--- src/rtl/pipe_stage_buf.sv ---
// Reusable inter-stage pipeline register with a 2-entry skid buffer and a valid/ready handshake.
// It also provides flush, zero-control bubbles, occupancy reporting and a saturating stall counter.
module pipe_stage_buf #(
   parameter int unsigned CTRL_W = 5,
   parameter int unsigned DATA_W = 107,
   parameter int unsigned CNT_W  = 16
) (
   input  logic              clk,
   input  logic              reset,
   input  logic              in_valid,
   output logic              in_ready,
   input  logic [CTRL_W-1:0] in_ctrl,
   input  logic [DATA_W-1:0] in_data,
   output logic              out_valid,
   input  logic              out_ready,
   output logic [CTRL_W-1:0] out_ctrl,
   output logic [DATA_W-1:0] out_data,
   input  logic              flush,
   input  logic              clr_cnt,
   output logic [1:0]        occupancy,
   output logic [CNT_W-1:0]  stall_cnt
);

   typedef enum logic [1:0] {
      EMPTY = 2'd0,
      ONE   = 2'd1,
      TWO   = 2'd2
   } state_e;

   localparam logic [CNT_W-1:0] CNT_MAX = '1;

   state_e              state_q, state_d;
   logic                out_valid_q, out_valid_d;
   logic [CTRL_W-1:0]   main_ctrl_q, main_ctrl_d;
   logic [DATA_W-1:0]   main_data_q, main_data_d;
   logic [CTRL_W-1:0]   skid_ctrl_q, skid_ctrl_d;
   logic [DATA_W-1:0]   skid_data_q, skid_data_d;
   logic [CNT_W-1:0]    stall_cnt_q, stall_cnt_d;

   logic                in_ready_c;
   logic                in_fire;
   logic                out_fire;

   // Upstream ready depends only on held state, never on out_ready.
   assign in_ready_c = ~reset & (state_q != TWO);
   assign in_fire    = in_valid & in_ready_c;
   assign out_fire   = out_valid_q & out_ready;

   // State and storage registers.
   always_ff @(posedge clk or posedge reset) begin
      if (reset) begin
         state_q     <= EMPTY;
         out_valid_q <= 1'b0;
         main_ctrl_q <= '0;
         main_data_q <= '0;
         skid_ctrl_q <= '0;
         skid_data_q <= '0;
         stall_cnt_q <= '0;
      end else begin
         state_q     <= state_d;
         out_valid_q <= out_valid_d;
         main_ctrl_q <= main_ctrl_d;
         main_data_q <= main_data_d;
         skid_ctrl_q <= skid_ctrl_d;
         skid_data_q <= skid_data_d;
         stall_cnt_q <= stall_cnt_d;
      end
   end

   // Next-state, storage steering and stall counting.
   always_comb begin
      state_d     = state_q;
      main_ctrl_d = main_ctrl_q;
      main_data_d = main_data_q;
      skid_ctrl_d = skid_ctrl_q;
      skid_data_d = skid_data_q;
      stall_cnt_d = stall_cnt_q;

      if (flush) begin
         state_d = EMPTY;
      end else begin
         unique case (state_q)
            EMPTY: begin
               if (in_fire) begin
                  main_ctrl_d = in_ctrl;
                  main_data_d = in_data;
                  state_d     = ONE;
               end
            end
            ONE: begin
               if (in_fire && out_fire) begin
                  main_ctrl_d = in_ctrl;
                  main_data_d = in_data;
               end else if (in_fire) begin
                  skid_ctrl_d = in_ctrl;
                  skid_data_d = in_data;
                  state_d     = TWO;
               end else if (out_fire) begin
                  state_d = EMPTY;
               end
            end
            TWO: begin
               if (out_fire) begin
                  main_ctrl_d = skid_ctrl_q;
                  main_data_d = skid_data_q;
                  state_d     = ONE;
               end
            end
            default: state_d = EMPTY;
         endcase
      end

      out_valid_d = (state_d != EMPTY);

      if (clr_cnt) begin
         stall_cnt_d = '0;
      end else if (out_valid_q && !out_ready && (stall_cnt_q != CNT_MAX)) begin
         stall_cnt_d = stall_cnt_q + CNT_W'(1);
      end
   end

   assign in_ready  = in_ready_c;
   assign out_valid = out_valid_q;
   // Bubbles always present zero control so no write side effects leak downstream.
   assign out_ctrl  = out_valid_q ? main_ctrl_q : '0;
   assign out_data  = main_data_q;
   assign occupancy = state_q;
   assign stall_cnt = stall_cnt_q;

endmodule

--- config.mk ---
export PLATFORM = sky130hd
export DESIGN_NAME = pipe_stage_buf
export DESIGN_NICKNAME = d
export VERILOG_FILES = /design/src/rtl/pipe_stage_buf.sv
export SDC_FILE = /design/constraint.sdc
export NUM_CORES = 1
export LEC_CHECK = 0
export BUFFER_PORTS_ARGS = -buffer_cell sky130_fd_sc_hd__buf_2
export CORE_MARGIN = 4
export CORE_UTILIZATION = 49
export DETAILED_ROUTE_END_ITERATION = 7
export HOLD_SLACK_MARGIN = 0.1
export PLACE_DENSITY = 0.72
export SLEW_MARGIN = 20
export SYNTH_ARGS = -nofsm -noshare
export SYNTH_HDL_FRONTEND = slang
export SYNTH_SLANG_ARGS = --single-unit
--- constraint.sdc ---
create_clock -name clk -period 7 [get_ports clk]
set_input_delay 0.7 -clock clk [delete_from_list [all_inputs] [get_ports clk]]
set_output_delay 0.7 -clock clk [all_outputs]
set_load 0.03 [all_outputs]
# After elaboration in Yosys (flattened, before gate mapping)
# Index checks and enable logic that the tools add are counted.
dict set report totals {
  ff_bits 243
  input_bits 118
  elab_cells 49
}
dict set report op_classes {
  add_sub_neg 1
  n_eq_ne 7
  mux 18
  n_bitwise 6
  n_reduce_logical 10
}
# cell count
set ops {}
lappend ops {{$mux W107} 3}
lappend ops {{$pmux W107 S3} 1}
lappend ops {{$mux W16} 2}
lappend ops {{$mux W5} 4}
lappend ops {{$add A16 B1 Y16 const B} 1}
lappend ops {{$ne A16 B16 Y1 const B} 1}
lappend ops {{$pmux W5 S3} 1}
lappend ops {{$mux W2} 6}
lappend ops {{$ne A2 B2 Y1 const B} 4}
lappend ops {{$pmux W2 S3} 1}
lappend ops {{$reduce_and A5 Y1} 1}
lappend ops {{$reduce_and A4 Y1} 1}
lappend ops {{$reduce_bool A2 Y1} 2}
lappend ops {{$and A1 B1 Y1} 3}
lappend ops {{$logic_and A1 B1 Y1} 3}
lappend ops {{$not A1 Y1} 3}
lappend ops {{$reduce_bool A3 Y1} 1}
lappend ops {{$eq A2 B1 Y1 const B} 1}
lappend ops {{$eq A2 B2 Y1 const B} 1}
lappend ops {{$logic_not A2 Y1} 1}
lappend ops {{$logic_not A1 Y1} 1}

# Logic depth before layout (Yosys ltp)
# Gate-level depths: netlist (run 1).
dict set report depth {
  word_depth 8
  depth_mapped 7
  mapped_depth_nobuf 5
}

# Worst setup path before layout (run 1)
# No wires, ideal clock.
dict set report synth_path {
  path_kind {input to register}
  start {input reset}
  end {register main_ctrl_q[0]}
  setup_time_ns 0.127
  t_arrival_ns 2.145
  required_time_ns 6.873
  slack_ns 4.728
  cell_stages 6
  n_path_buf 2
  cell_sequence {or3b_1 -> or2_1 -> a21oi_2 -> buf_6 -> buf_8 -> mux2_1}
}
dict set report synth_via {
  elab_chain_cells 6
}
# element line_no
set synth_rtl {}
lappend synth_rtl {{from (decl)} 9} ;# input logic reset,
lappend synth_rtl {{$not A1 Y1 *} 45} ;# assign in_ready_c = ~reset & (state_q != TWO);
lappend synth_rtl {{$and A1 B1 Y1 *} 45}
lappend synth_rtl {{$and A1 B1 Y1 *} 46} ;# assign in_fire = in_valid & in_ready_c;
lappend synth_rtl {{$logic_and A1 B1 Y1} 91} ;# if (in_fire && out_fire) begin
lappend synth_rtl {{$ne A2 B2 Y1 (no line)} --}
lappend synth_rtl {{$reduce_and A5 Y1 (no line) *} --}
lappend synth_rtl {{to (signal assigned)} 62} ;# main_ctrl_q <= main_ctrl_d;
lappend synth_rtl {{to (decl)} 34} ;# logic [CTRL_W-1:0] main_ctrl_q, main_ctrl_d;
# Mark *: on every way between the ends. The rest lies on a longest branch, timed or not.
# A chain may end at the register's enable or synchronous reset.

# Worst setup path in the final report (run 1)
dict set report layout_path {
  start {register state_q[0], in the netlist occupancy[0]}
  end {register main_data_q[38], in the netlist out_data[38]}
}
dict set report layout_via {
  elab_chain_cells 6
}
# element line_no
set layout_rtl {}
lappend layout_rtl {{from (decl)} 32} ;# state_e state_q, state_d;
lappend layout_rtl {{from (signal assigned)} 60} ;# state_q <= state_d;
lappend layout_rtl {{$ne A2 B2 Y1} 45}
lappend layout_rtl {{$and A1 B1 Y1} 45}
lappend layout_rtl {{$and A1 B1 Y1} 46}
lappend layout_rtl {{$logic_and A1 B1 Y1} 91}
lappend layout_rtl {{$ne A2 B2 Y1 (no line)} --}
lappend layout_rtl {{$reduce_and A5 Y1 (no line)} --}
lappend layout_rtl {{to (signal assigned)} 63} ;# main_data_q <= main_data_d;
lappend layout_rtl {{to (decl)} 35} ;# logic [DATA_W-1:0] main_data_q, main_data_d;
# Parallel ways exist; a longest one is shown, timed or not.

==> results of run 1 <==
==> metal layers <==
layer,vias up,share of wire,global-route usage
met4,6,0.020,0.0446
li1,3707,-,-
met5,-,0.0019,0
met3,38,0.071,0.0442
met2,218,0.48,0.331
met1,3827,0.43,0.268
==> final cells by class <==
class / instances / share of cell area
multi-input combinational: 663 / 0.338
inverter: 5 / 0.00171
tap: 280 / 0.0265
clock buffer: 37 / 0.0585
sequential: 243 / 0.460
timing repair buffer: 259 / 0.101
clock inverter: 11 / 0.0138
==> state kept, by name, indices dropped and copies added, names as in the netlist <==
| signal | flops |
|---|---|
| occupancy | 2 |
| main_ctrl_q | 5 |
| skid_ctrl_q | 5 |
| out_valid | 1 |
| stall_cnt | 16 |
| skid_data_q | 107 |
| out_data | 107 |
==> logic make-up (layout without fill, tap and decap cells) <==
logic type      Yosys count  after routing
compound gates           31             31
fa+ha+maj                 1              1
buf+inv                  59            312
flops                   243            243
mux                     230            230
simple gates            401            401
==> critical path, stage by stage, from the launching register on <==
cell and delay (ns):
dfrtp_1 0.47, nand2b_4 0.50, a21o_1 0.35, a21oi_4 0.13, buf_4 0.66, mux2_1 0.40
==> synth_stat cells (4+ instances only) <==
master    count  area share
o31ai_1       5      0.0035
nor2b_1       4      0.0023
or4_1         6      0.0041
mux2_2      147        0.15
buf_8         8       0.011
buf_1         4      0.0014
and2_1        6      0.0035
clkbuf_1     25      0.0086
a21oi_1      13      0.0060
nand2_1     344        0.12
buf_2        16      0.0074
mux2_1       80       0.083
dfrtp_1     243        0.56
nand2b_1      4      0.0023
inv_1         5      0.0017
nand4_1       4      0.0023
nor2_1       10      0.0035
nand3_1       6      0.0028
==> stage by stage <==
stage	cells	utilization	total power, uW	hold WS (ns)
3_3_place_gp	1450	0.561	3020	0.459
4_1_cts	1498	0.605	4570	0.214
5_1_grt	1498	0.605	4750	0.240
3_5_place_dp	1450	0.561	3060	0.469
6_report	1498	0.605	4520	0.219
2_1_floorplan	965	-	2710	0.449
==> cells in the final DEF (no fill, tap or decap), types with 2 or more instances in the layout <==
cell type   synthesis  routed
and3_1              3       3
nor4_1              2       2
nand4_1             4       4
mux2_2            147     147
nand3_1             6       6
buf_2              16     249
nor2b_1             4       3
nand2_1           344     344
nor4b_1             2       2
bufinv_16           0       5
mux2_1             80      80
nor3_1              3       3
clkbuf_16           0      27
inv_1               5       4
a21oi_1            13      13
and4_1              2       2
o31ai_1             5       5
and2_1              6       6
nor2_1             10      10
buf_4               0       9
o21ai_0             2       2
clkinv_2            0       5
nand2b_1            4       3
clkbuf_8            0       6
mux2i_1             3       3
clkinvlp_4          0       2
a31oi_1             3       3
or4_1               6       6
dfrtp_1           243     243
clkbuf_1           25       4
==> worst paths after layout <==
path                                   to  slack, ns  cells past startpoint         start
setup / recovery             out_data[38]       4.28                      5  occupancy[0]
hold / removal               out_data[64]       0.22                      2         reset
setup reg to reg             out_data[38]       4.28                      5  occupancy[0]
hold reg to reg              out_data[28]       0.48                      1  out_data[28]
max in group asynchronous   out_data[100]       5.57                      3         reset
min in group clk           skid_ctrl_q[4]       0.43                      2    in_ctrl[4]
==> power groups by stage <==
stage	Clock [uW]	Combinational [uW]	Sequential, uW
after CTS	1530	1070	1970
after detailed placement	0	1060	2000
after floorplan	0	410	2300
after global routing	1600	1130	2020
final	1500	1050	1970
after global placement	0	1030	1980
==> results.cfg, run 1 <==
[cts]
clock_latency_ns = 0.52
cts_setup_buffers = 0
cts_buffers = 26
cts_sinks = 243
cts.reportedPaths.clkPinSlew_ns = 0.06
cts-resized-gates = 0
cts_hold_buf = 0
clock-root-buffer = clkbuf_16
cts_tree = yes
htree_levels = 1
clock_path_buffers = 3

[die]
start_util = 0.497
die-area_mm2 = 0.0246
die_w_um = 157
rows = 54
die_h_um = 157
core_area_mm2 = 0.0218
io_pins = 250

[sta]
setup_tns_ns = 0
worstMarginPinSlew_ns = 0.930
slew_headroom = 0.380
max_freq_mhz = 368
fin_crit_sh = 0.388
fin_ws_ns = 4.28
hold_viol = 0
worst_clock_skew_ns = 0.0164
rsz0062_at_grt = no
drv_slew = 0
fin_crit_ns = 2.72
setup_violations = 0

[setup_path]
crit_fanout = 62
arrival_ns = 3.10
cp-start-kind = flip-flop
required_ns = 7.38
end_kind = flip-flop
worstSetupPathType = reg2reg

[placed_design]
placed_area_mm2 = 0.0123
dp_slack_ns = 4.03
gp_congestion = 0.778
io_buffers = 249
dp_hpwl_um = 16000

[yosys]
yosys_warnings = 0
synth_xor_area_frac = 0
muxShareOfSynthArea = 0.238
synth-seq-cells = 243
yosys.area_share.simple = 0.151
synthFlopType = dfrtp_1
synth-compound-area-share = 0.0182
synth_edf_count = 0
synth.avg_cell_area_um2 = 11.2
synth_top_family_by_area = multiplexers
synth_seq_area_share = 0.560
synth_fa_ha_area_frac = 0.00115
syn_nets = 1084
async_flop_share = 1.00
syn_inst = 965
ys_types = 41
netlist_area_mm2 = 0.0109

[detailed_routing]
viasPerCell = 5.20
drc_errors = 0
vias = 7796
first_pass_iters = 5
dr.first_iter.drc_count = 388
routedWlPerCell_um = 16.5
antenna_left = 0
wl_um = 24700

[global_route]
grtUsageTotal = 0.198
gr-total-overflow = 0
grt_max_degree = 162
grt_pass1_vias = 7809
antenna_found_initial = 3
grt_first_pass_wirelength_um = 40000

[pwr]
p_sw_frac = 0.304
peakVddDrop_mv = 0.195
p_per_area_mw_per_mm2 = 342
power_leakage_uw = 0.00665
p_int_uw = 3150
pwr-share-seq = 0.436
pwr-share-clk = 0.332
power_switching_uw = 1370
pwr-share-comb = 0.232

[cells_and_area]
antennaDiodeCount = 0
drive_gt1_frac = 0.374
fin_area_mm2 = 0.0132
n_fill_cell = 1802
nNetsFinal = 1317
syn2layout_area_growth_pct = 21.7
multiInputGateArea_mm2 = 0.00446
regArea_mm2 = 0.00608

[min_path]
hold_path_class = in2async

[status]
status = finished, final reports clean

[flow_run]
drv_cap = 0
(Power assumes the default switching activity.)
==> inputs of run 2 (changes only) <==
Clock period 7 ns to 2.24 ns, I/O delays scaled along.
==> run 2 against run 1 <==
Compared with the run above: clock-buffer cell count up 2; first-iteration DRC count up 4.9%; global-route usage up 2.2 points; critical path type is now in2reg.
==> results.cfg, run 2 (synthesis results as in run 1) <==
[status]
status = finished, final reports clean

[cells_and_area]
syn2layout_area_growth_pct = 35.9
nNetsFinal = 1459
n_fill_cell = 1551
drive_gt1_frac = 0.356
layout_common_cells = nand2_1 (344), buf_2 (249), dfrtp_1 (243)
fin_area_mm2 = 0.0148
final_common_cell = nand2_1

[detailed_routing]
vias = 8461
drc_errors = 0
first_pass_iters = 5
viasPerCell = 5.15
wl_um = 27500
routedWlPerCell_um = 16.8
antenna_left = 0
dr.first_iter.drc_count = 407

[setup_path]
crit_chain = dlygate4sd3_1 -> buf_2 -> or3b_4 -> or2_1 -> a21oi_4 -> buf_12 -> buf_12 -> mux2_1
crit_slowest_cell = dlygate4sd3_1
required_ns = 2.65
worstSetupPathType = in2reg
slowest_delay_ns = 0.55
cpMostUsedCell = buf_12
end_kind = flip-flop
r2r_start = occupancy[1]
crit_fanout = 16
cp-start-kind = primary input
worstSetupStartpoint = reset
arrival_ns = 2.54

[sta]
hold_viol = 0
whs_ns = 0.120
setup_violations = 0
fin_crit_ns = 2.13
slew_headroom = 0.629
max_freq_mhz = 469
fin_crit_sh = 0.952
setup_tns_ns = 0
worstMarginPinSlew_ns = 0.549
rsz0062_at_grt = no
drv_slew = 0
worst_clock_skew_ns = 0.0181

[die]
die_h_um = 157
die-area_mm2 = 0.0246
rows = 54
die_w_um = 157
core_area_mm2 = 0.0218
io_pins = 250
start_util = 0.497

[cts]
cts_sinks = 243
htree_levels = 1
clock_latency_ns = 0.53
clock-root-buffer = clkbuf_16
cts_buffers = 27
cts_tree = yes
clock_path_buffers = 3
cts.reportedPaths.clkPinSlew_ns = 0.06

[pwr]
peakVddDrop_mv = 0.715
power_leakage_uw = 0.00732
p_per_area_mw_per_mm2 = 972

[min_path]
worstHoldStart = out_ready
hold_path_class = in2reg

[global_route]
gr-total-overflow = 0
grtUsageTotal = 0.220
antenna_found_initial = 0
grt_first_pass_wirelength_um = 44600
grt_max_degree = 113
grt_pass1_vias = 8593

[placed_design]
placed_area_mm2 = 0.0126
io_buffers = 249
gp_congestion = 0.806
dp_hpwl_um = 17100

[flow_run]
drv_cap = 0
==> run 2: cell types whose count changed in the layout (fill, tap and decap cells not counted), sizes merged <==
| cell | previous run | this run |
|---|---|---|
| dlygate4sd3 | 0 | 115 |
| buf | 259 | 285 |
| bufinv | 5 | 3 |
| clkbuf | 37 | 39 |
| inv | 4 | 6 |
| clkinv | 5 | 6 |
| clkinvlp | 2 | 1 |
| diode | 0 | 1 |
==> run 2: area by class of cell <==
| class | count | area (um2) | share of cell area |
|---|---|---|---|
| timing repair buffer | 400 | 2890 | 0.196 |
| clock inverter | 11 | 138 | 0.00933 |
| clock buffer | 39 | 801 | 0.0543 |
| multi-input combinational | 663 | 4470 | 0.303 |
| tap | 280 | 350 | 0.0237 |
| sequential | 243 | 6080 | 0.412 |
| antenna | 1 | 2.50 | 0.000170 |
| inverter | 5 | 22.5 | 0.00153 |
==> run 2: power breakdown <==
part	internal (uW)	switching [uW]	total [uW]
Clock	2820	1770	4600
Combinational	1500	2060	3560
Sequential	5550	621	6180
==> run 2: path summary, 6_finish.rpt <==
kind	end	slack (ns)	depth (start not counted)
setup / recovery	out_data[23]	0.11	8
hold / removal	occupancy[1]	0.12	4
setup reg to reg	out_data[23]	0.12	6
hold reg to reg	main_ctrl_q[2]	0.48	1
max in group asynchronous	skid_data_q[26]	1.09	5
min in group asynchronous	skid_data_q[61]	0.31	3
==> run 2: worst max-delay path, delay by kind of cell <==
kind	cells	cell delay (ns)
buf+inv	4	1.08
simple gates	2	0.67
mux	1	0.33
compound gates	1	0.22
==> run 2: stage by stage <==
step	util	setup WS, ns	std cells	total power, uW
2_1_floorplan	-	-1.17	965	8460
3_3_place_gp	0.578	0.113	1470	9490
3_5_place_dp	0.578	0.0843	1470	9630
4_1_cts	0.674	0.0867	1635	14400
5_1_grt	0.676	0.0521	1641	15000
6_report	0.676	0.107	1642	14300
==> run 2: layer usage <==
layer  vias up  global-route usage  part of all wire
met1      4150               0.293              0.42
met2       257               0.365              0.48
met4         0              0.0731             0.033
met5         -                   0                 0
met3        62              0.0418             0.060
li1       3992                   -                 -
==> run 2: timing repair <==
action                                  4_1_cts  5_1_grt
hold buffers                                115        0
endpoints found under the setup margin        0       11
endpoints found under the hold margin       276        0
resized for setup                             0        1
setup buffers                                 0        6
==> inputs of run 3 (changes only) <==
Settings changed: CORE_MARGIN 4 to 8, RECOVER_POWER set to 50.
==> run 3 against run 2 <==
Compared with the run above: sequential share of layout area increased by 0.67 points; sequential power about the same; combinational power decreased by 2%; clock-buffer cell count decreased by 2; cell area decreased by 1.6%; global-route usage decreased by 0.51 points; largest power group unchanged.
==> results.cfg, run 3 (synthesis results as in run 1) <==
[sta]
worst_clock_skew_ns = 0.00990
fin_crit_ns = 2.13
fin_ws_ns = 0.112
hold_viol = 0
rsz0062_at_grt = no
fin_crit_sh = 0.950
worstMarginPinSlew_ns = 1.14
setup_violations = 0
slew_headroom = 0.236
setup_tns_ns = 0
drv_slew = 0
max_freq_mhz = 470

[placed_design]
dp_slack_ns = 0.136
gp_congestion = 0.760
io_buffers = 249
place_inst = 1475
dp_hpwl_um = 18200
placed_area_mm2 = 0.0127

[global_route]
gr-total-overflow = 0
grt_first_pass_wirelength_um = 47400
grt_pass1_vias = 9181
antenna_found_initial = 2
grt_max_degree = 113
grtUsageTotal = 0.215

[cts]
cts_tree = yes
clock_path_buffers = 3
cts_setup_buffers = 0
cts.reportedPaths.clkPinSlew_ns = 0.06
clock-root-buffer = clkbuf_16
clock_latency_ns = 0.52
htree_levels = 1
cts_buffers = 26
cts_sinks = 243
cts-resized-gates = 0

[cells_and_area]
nNetsFinal = 1457
fin_area_mm2 = 0.0145
final_common_cell = nand2_1
drive_gt1_frac = 0.303
final_cells = 1639
layout_common_cells = nand2_1 (344), dfrtp_1 (243), buf_2 (183)
syn2layout_area_growth_pct = 33.7

[status]
status = finished, final reports clean

[setup_path]
slowest_delay_ns = 0.54
critPathTopFamily = buffers and inverters
arrival_ns = 2.52
required_ns = 2.63
crit_slowest_cell = dlygate4sd3_1
cp-start-kind = primary input
crit_chain = dlygate4sd3_1 -> clkbuf_1 -> or3b_1 -> or2_1 -> a21oi_4 -> buf_12 -> buf_12 -> mux2_1
cpMostUsedCell = buf_12
critical_path_buf_inv_count = 4
end_kind = flip-flop
crit_fanout = 21
worstSetupPathType = in2reg

[pwr]
pwr-share-clk = 0.311
p_sw_frac = 0.319
pwr-share-comb = 0.247
p_int_uw = 9570
finalPower_uw = 14100
power_leakage_uw = 0.00705
peakVddDrop_mv = 0.745
pwr-share-seq = 0.441
power_switching_uw = 4490
p_per_area_mw_per_mm2 = 968

[detailed_routing]
antenna_left = 0
vias = 8530
viasPerCell = 5.20
drc_errors = 0
routedWlPerCell_um = 17.8
dr.first_iter.drc_count = 535
wl_um = 29200
first_pass_iters = 5

[die]
io_pins = 250
die_w_um = 165
die-area_mm2 = 0.0272
rows = 54
core_area_mm2 = 0.0218
die_h_um = 165
start_util = 0.499

[flow_run]
drv_cap = 0

[min_path]
hold_path_class = in2reg
run 3: final cells by class:
type | count | area (um2)
multi-input combinational | 663 | 4460
clock inverter | 9 | 108
timing repair buffer | 399 | 2720
tap | 280 | 350
sequential | 243 | 6080
antenna | 3 | 7.51
fill | 1650 | 7240
inverter | 5 | 20.0
clock buffer | 37 | 773
run 3: what timing repair did:
item / 4_1_cts / 5_1_grt
hold endpoints to repair: 241 / 0
endpoints found under the setup margin: 0 / 0
hold buffers: 115 / 0
run 3: power by group through the flow:
stage                     Combinational (uW)  Sequential (uW)  Clock, uW
after CTS                               3620             6170       4470
after global placement                  3350             6180          0
after floorplan                         1280             7180          0
final                                   3480             6200       4380
after global routing                    3740             6340       4660
after detailed placement                3450             6230          0
run 3: metal layers:
metal | up-vias | track usage | part of all wire | wire, um
li1 | 3975 | - | - | -
met1 | 4230 | 0.261 | 0.41 | 11800
met2 | 272 | 0.374 | 0.50 | 14500
met3 | 53 | 0.0518 | 0.076 | 2220
met4 | 0 | 0.0610 | 0.022 | 635
met5 | - | 0 | 0 | 0
run 3: worst paths after layout:
| kind | from | end | slack, ns | cells past startpoint |
|---|---|---|---|---|
| max | reset | out_data[19] | 0.11 | 8 |
| min | clr_cnt | stall_cnt[11] | 0.12 | 2 |
| max reg2reg | occupancy[1] | out_data[19] | 0.12 | 6 |
| min reg2reg | main_ctrl_q[1] | main_ctrl_q[1] | 0.48 | 1 |
| max in group asynchronous | reset | skid_data_q[19] | 0.46 | 4 |
| min in group asynchronous | reset | out_data[64] | 0.53 | 3 |
run 3: through the flow:
stage | hold slack, ns | util
global placement | 0.438 | 0.583
finish | 0.123 | 0.667
detailed placement | 0.440 | 0.583
global route | 0.139 | 0.667
CTS | 0.106 | 0.676
floorplan | 0.287 | -
